### src/rtl/bus_cmp_pkg.sv
// Shared types and default sizes for the bus match monitor and its helpers.
package bus_cmp_pkg;

    localparam int DEF_WIDTH    = 8;
    localparam int DEF_STABLE_N = 3;
    localparam int DEF_CNT_W    = 16;

    // Capture -> compare -> emit sequence run once per accepted sample
    typedef enum logic [1:0] {
        S_WAIT,
        S_CMP,
        S_EMIT
    } state_t;

endpackage

### src/rtl/tick_rise_det.sv
// Rising-edge detector for the divider's sample strobe, gated by enable.
// A strobe that is already high on the first cycle after reset counts as an edge.
module tick_rise_det (
    input  logic clk,
    input  logic rst,
    input  logic tick,
    input  logic enable,
    output logic sample_evt
);

    logic tick_q;

    // Remember the previous strobe level every cycle, regardless of enable
    always_ff @(posedge clk) begin
        if (rst) begin
            tick_q <= 1'b0;
        end else begin
            tick_q <= tick;
        end
    end

    assign sample_evt = tick & ~tick_q & enable;

endmodule

### src/rtl/bus_match_monitor.sv
// Samples two buses on each tick edge, debounces the compare result over
// STABLE_N samples and reports each new stable result once on valid/ready.
module bus_match_monitor
    import bus_cmp_pkg::*;
#(
    parameter int WIDTH    = DEF_WIDTH,
    parameter int STABLE_N = DEF_STABLE_N,
    parameter int CNT_W    = DEF_CNT_W
) (
    input  logic             clk,
    input  logic             rst,
    input  logic             tick,
    input  logic             enable,
    input  logic [WIDTH-1:0] bus_a,
    input  logic [WIDTH-1:0] bus_b,
    output logic             res_valid,
    input  logic             res_ready,
    output logic             res_equal,
    output logic [WIDTH-1:0] res_diff,
    output logic [CNT_W-1:0] mis_count,
    output logic             overrun
);

    localparam int SC_W = $clog2(STABLE_N + 1);

    state_t           state;
    logic             sample_evt;
    logic [WIDTH-1:0] a_s;
    logic [WIDTH-1:0] b_s;
    logic [SC_W-1:0]  stable_cnt;

    // Most recent compared sample; also the debounce candidate
    logic             cand_eq;
    logic [WIDTH-1:0] cand_diff;

    // Last result actually loaded onto the output
    logic             last_vld;
    logic             last_eq;
    logic [WIDTH-1:0] last_diff;

    logic             cmp_eq;
    logic [WIDTH-1:0] cmp_diff;
    logic             want_emit;
    logic             can_load;

    tick_rise_det u_rise (
        .clk        (clk),
        .rst        (rst),
        .tick       (tick),
        .enable     (enable),
        .sample_evt (sample_evt)
    );

    assign cmp_eq    = (a_s == b_s);
    assign cmp_diff  = a_s ^ b_s;
    assign want_emit = (stable_cnt == SC_W'(STABLE_N)) &&
                       (!last_vld || ({cand_eq, cand_diff} != {last_eq, last_diff}));
    assign can_load  = ~res_valid | res_ready;

    // Sequencer, debounce counter, output registers and handshake
    always_ff @(posedge clk) begin
        if (rst) begin
            state      <= S_WAIT;
            a_s        <= '0;
            b_s        <= '0;
            stable_cnt <= '0;
            cand_eq    <= 1'b0;
            cand_diff  <= '0;
            last_vld   <= 1'b0;
            last_eq    <= 1'b0;
            last_diff  <= '0;
            res_valid  <= 1'b0;
            res_equal  <= 1'b0;
            res_diff   <= '0;
            mis_count  <= '0;
            overrun    <= 1'b0;
        end else begin
            // An accepted result retires unless an emit below reloads it
            if (res_valid && res_ready) begin
                res_valid <= 1'b0;
            end

            case (state)
                S_WAIT: begin
                    if (sample_evt) begin
                        a_s   <= bus_a;
                        b_s   <= bus_b;
                        state <= S_CMP;
                    end else if (!enable) begin
                        stable_cnt <= '0;
                    end
                end

                S_CMP: begin
                    // stable_cnt==0 restarts at 1 even when the old candidate matches
                    if ({cmp_eq, cmp_diff} == {cand_eq, cand_diff}) begin
                        if (stable_cnt != SC_W'(STABLE_N)) begin
                            stable_cnt <= stable_cnt + SC_W'(1);
                        end
                    end else begin
                        stable_cnt <= SC_W'(1);
                    end
                    cand_eq   <= cmp_eq;
                    cand_diff <= cmp_diff;
                    state     <= S_EMIT;
                end

                S_EMIT: begin
                    if (want_emit) begin
                        if (can_load) begin
                            res_valid <= 1'b1;
                            res_equal <= cand_eq;
                            res_diff  <= cand_diff;
                            last_vld  <= 1'b1;
                            last_eq   <= cand_eq;
                            last_diff <= cand_diff;
                            if (!cand_eq && (mis_count != '1)) begin
                                mis_count <= mis_count + CNT_W'(1);
                            end
                        end else begin
                            // Output still occupied: drop this result
                            overrun <= 1'b1;
                        end
                    end
                    state <= S_WAIT;
                end

                default: state <= S_WAIT;
            endcase
        end
    end

endmodule

### config.mk
export PLATFORM = sky130hd
export DESIGN_NAME = bus_match_monitor
export DESIGN_NICKNAME = d
export VERILOG_FILES = /design/src/rtl/bus_cmp_pkg.sv /design/src/rtl/tick_rise_det.sv /design/src/rtl/bus_match_monitor.sv
export SDC_FILE = /design/constraint.sdc
export NUM_CORES = 1
export LEC_CHECK = 0
export BUFFER_PORTS_ARGS = -buffer_cell sky130_fd_sc_hd__buf_2
export CORE_MARGIN = 2
export CORE_UTILIZATION = 50
export DETAILED_ROUTE_END_ITERATION = 10
export GPL_TIMING_DRIVEN = 1
export MAX_ROUTING_LAYER = met4
export PLACE_DENSITY = 0.73
export SETUP_SLACK_MARGIN = 0.05
export SLEW_MARGIN = 25
export SYNTH_ARGS = -nofsm -noshare
export SYNTH_HDL_FRONTEND = slang
export SYNTH_SLANG_ARGS = --single-unit
### constraint.sdc
create_clock -name clk -period 2.1 [get_ports clk]
set_clock_uncertainty 0.1 [all_clocks]
set_input_delay 0.42 -clock clk [delete_from_list [all_inputs] [get_ports clk]]
set_output_delay 0.42 -clock clk [all_outputs]
set_load 0.01 [all_outputs]
==> results.sh <==
export IMPL_synth_top_cells_by_area="dfxtp_1 44%, xnor2_1 13%, nand2_1 6.3%"
export IMPL_grtUsageMet1=0.2284
export IMPL_final_setup_worst_slack_ns=0.1502
export IMPL_finalHoldViolations=0
export IMPL_root_buffer="clkbuf_8"
export IMPL_num_rows=26
export IMPL_worstPathArrival_ns=2.07
export IMPL_post_synth_instance_area_mm2=0.002625
export IMPL_routed_wl_um=5302
export IMPL_timing_final_max_slew_violations=0
export IMPL_grt_setup_unrepaired="no"
export IMPL_dr_pass1_iters=4
export IMPL_n_fill_cell=451
export IMPL_synth_top_area_cell="dfxtp_1"
export IMPL_clk_latency_ns=0.33
export IMPL_layout_cells_non_filler=436
export IMPL_layout_area_overhead_vs_synth_pct=22.55
export IMPL_post_synth_top_area_fraction=0.4423
export IMPL_critical_path_max_stage_delay_ns=0.36
export IMPL_hp_class="in -> reg"
export IMPL_async_flop_share=0
export IMPL_outcome="complete, no violations"
export IMPL_netlist_instances=297
export IMPL_synth_ff_latch_count=58
export IMPL_synth_common_cells="58 x dfxtp_1, 44 x nand2_1, 43 x nor2_1"
export IMPL_place_detailed_instances=420
export IMPL_timing_critical_path_to_type="flop"
export IMPL_gp_congestion=0.8593
export IMPL_critPathRequiredTime_ns=2.22
export IMPL_tritoncts="done"
export IMPL_timing_critical_path_from_type="flop"
export IMPL_post_drt_wl_per_cell_um=12.16
export IMPL_timing_worst_slew_pin_value_ns=0.5000
export IMPL_syn_nets=320
export IMPL_remaining_overflow_grt=0
export IMPL_via_count_of_the_first_global_routing_pass=2072
export IMPL_max_vdd_ir_drop_v=0.0005214
export IMPL_ys_types=37
export IMPL_p_leak_nw=1.244
export IMPL_postRouteAntennaNets=0
export IMPL_portBuffers=47
export IMPL_synth_edff_count=0
export IMPL_synth_top_flop_cell="dfxtp_1"
export IMPL_post_cts_buffers=0
export IMPL_cts_resized_gates=0
export IMPL_maximum_number_of_pins_on_one_net_before_global_route_repair=45
export IMPL_first_iter_violations=77
export IMPL_antenna_diode_count=0
export IMPL_met2_usage_grt=0.3257
export IMPL_hold_ws_ns=0.2186
export IMPL_fin_nets=384
export IMPL_remaining_drc_errors=0
export IMPL_list_of_cells_traversed_by_the_critical_path="ha_1, and4_4, a41o_4, nor3_2, a21oi_1, a31o_2"
export IMPL_final_report_setup_violation_count=0
export IMPL_setup_total_negative_slack_ns=0
export IMPL_max_freq_ghz=0.5129
export IMPL_maxSlewHeadroom=0.6666
export IMPL_clock_sinks=58
export IMPL_fp_dieW_um=76.46
export IMPL_hold_buffers=0
export IMPL_cts_max_level=3
export IMPL_min_period_ns=1.950
export IMPL_drt_vias_per_instance=4.991
export IMPL_floorplan_core_area_mm2=0.005075
export IMPL_grt_util_met3=0.06398
export IMPL_numCtsBuffers=9
export IMPL_drive_gt1_frac=0.2678
export IMPL_grt_busiest_layer="met2"
export IMPL_place_worst_setup_slack_ns=0.1329
export IMPL_detailroute_via_count=2176
export IMPL_timing_max_cap_violations=0
export IMPL_die_y_um=76.46
export IMPL_post_route_period_util=0.9285
export IMPL_critPathMaxFanout=15
export IMPL_layout_area_seq_mm2=0.001161
export IMPL_critical_path_type="reg -> reg"
export IMPL_finish_utilization=0.6339
export IMPL_register_clock_pin_slew_on_the_reported_worst_setup_and_hold_paths_ns=0.07
export IMPL_design_portCount=48
export IMPL_dp_final_hpwl_um=3906
export IMPL_power_per_cell_area_mw_per_mm2=688.9
export IMPL_max_clock_path_buffers=2
export IMPL_multi_input_comb_area_mm2=0.001395
export IMPL_syn_area_per_cell_um2=8.838
export IMPL_grt_total_usage=0.2034
export IMPL_cp_slowest_cell="a41o_4"
export IMPL_die_area_mm2=0.005845
export IMPL_synth_seq_area_share=0.4423
export IMPL_post_synth_top_count_cell="dfxtp_1"
export IMPL_floorplan_initialDensity=0.5173
export IMPL_wire_length_of_the_first_global_routing_pass_um=9163
export IMPL_grt_antenna_before_repair=0
export IMPL_ys_warnings_count=0
==> registers in the layout (all words and copies together), names as in the netlist <==
signal / cells
last_vld: 1
cand_eq: 1
state: 2
last_eq: 1
mis_count: 16
cand_diff: 8
overrun: 1
u_rise.tick_q: 1
stable_cnt: 2
b_s: 8
a_s: 8
res_valid: 1
last_diff: 8
==> metal layers <==
layer  vias up  routed length [um]
met5         -                   0
met4         0                 119
met3        11                 275
met2        51                2542
met1       984                2364
li1       1130                   -
==> worst max-delay path, delay by kind of cell (launching register included) <==
family          cells  cell delay (ns)
compound gates      3             0.67
flops               1             0.34
simple gates        2             0.48
fa+ha+maj           1             0.27
==> layout make-up <==
class	instances	area share
clock buffer	13	0.04629
clock inverter	3	0.004667
inverter	3	0.003501
multi-input combinational	222	0.4337
sequential	58	0.3609
tap	70	0.02723
timing repair buffer	67	0.1237
==> worst paths after layout <==
path,cells past startpoint,startpoint,slack [ns],to
worst max-delay path,6,mis_count[0]$_SDFFE_PP0P_,0.15,mis_count[12]$_SDFFE_PP0P_
worst min-delay path,3,bus_b[2],0.22,b_s[2]$_SDFFE_PP0P_
worst max register to register,6,mis_count[0]$_SDFFE_PP0P_,0.15,mis_count[12]$_SDFFE_PP0P_
worst min register to register,2,a_s[6]$_SDFFE_PP0P_,0.37,a_s[6]$_SDFFE_PP0P_
==> power breakdown <==
group	internal, mW	switching (mW)	total [mW]
Combinational	0.0957	0.109	0.205
Sequential	1.13	0.0155	1.14
Clock	0.455	0.416	0.871
==> kinds of logic after synthesis <==
kind of cell / count (synthesis) / share of synthesized area
adders and majority gates: 2 / 0.009531
muxes: 10 / 0.03813
and+or+nand+nor: 135 / 0.2574
xor gates and xnor gates: 39 / 0.1301
AOI/OAI and AO/OA: 36 / 0.09343
buffers and inverters: 17 / 0.02907
DFF: 58 / 0.4423
==> per-stage QoR <==
| step | cell area, um^2 | power, mW |
|---|---|---|
| after global placement | 3045 | 1.365 |
| after CTS | 3212 | 2.240 |
| final | 3217 | 2.216 |
| after detailed placement | 3048 | 1.372 |
| after floorplan | 2625 | 1.302 |
| after global routing | 3217 | 2.324 |
==> layout by cell type, fill, tap and decap left out, types with 2 or more instances in the layout <==
cell,Yosys,layout
dfxtp_1,58,58
buf_2,1,47
nand2_1,44,44
nor2_1,43,43
xnor2_1,39,39
a21oi_1,20,20
buf_4,1,19
mux2i_1,10,10
clkbuf_8,0,10
nor3_2,9,9
a211oi_1,8,8
nand4_1,6,6
nor4_1,5,5
nand3_1,4,4
nand2b_1,4,4
nor2b_1,4,3
nor3_1,3,3
inv_1,3,3
and2_1,3,3
clkbuf_1,8,3
clkinv_2,0,3
and3_1,2,2
o21ai_0,2,2
and4_4,2,2
ha_1,2,2
Note: power is estimated with default switching activity, not from simulation.
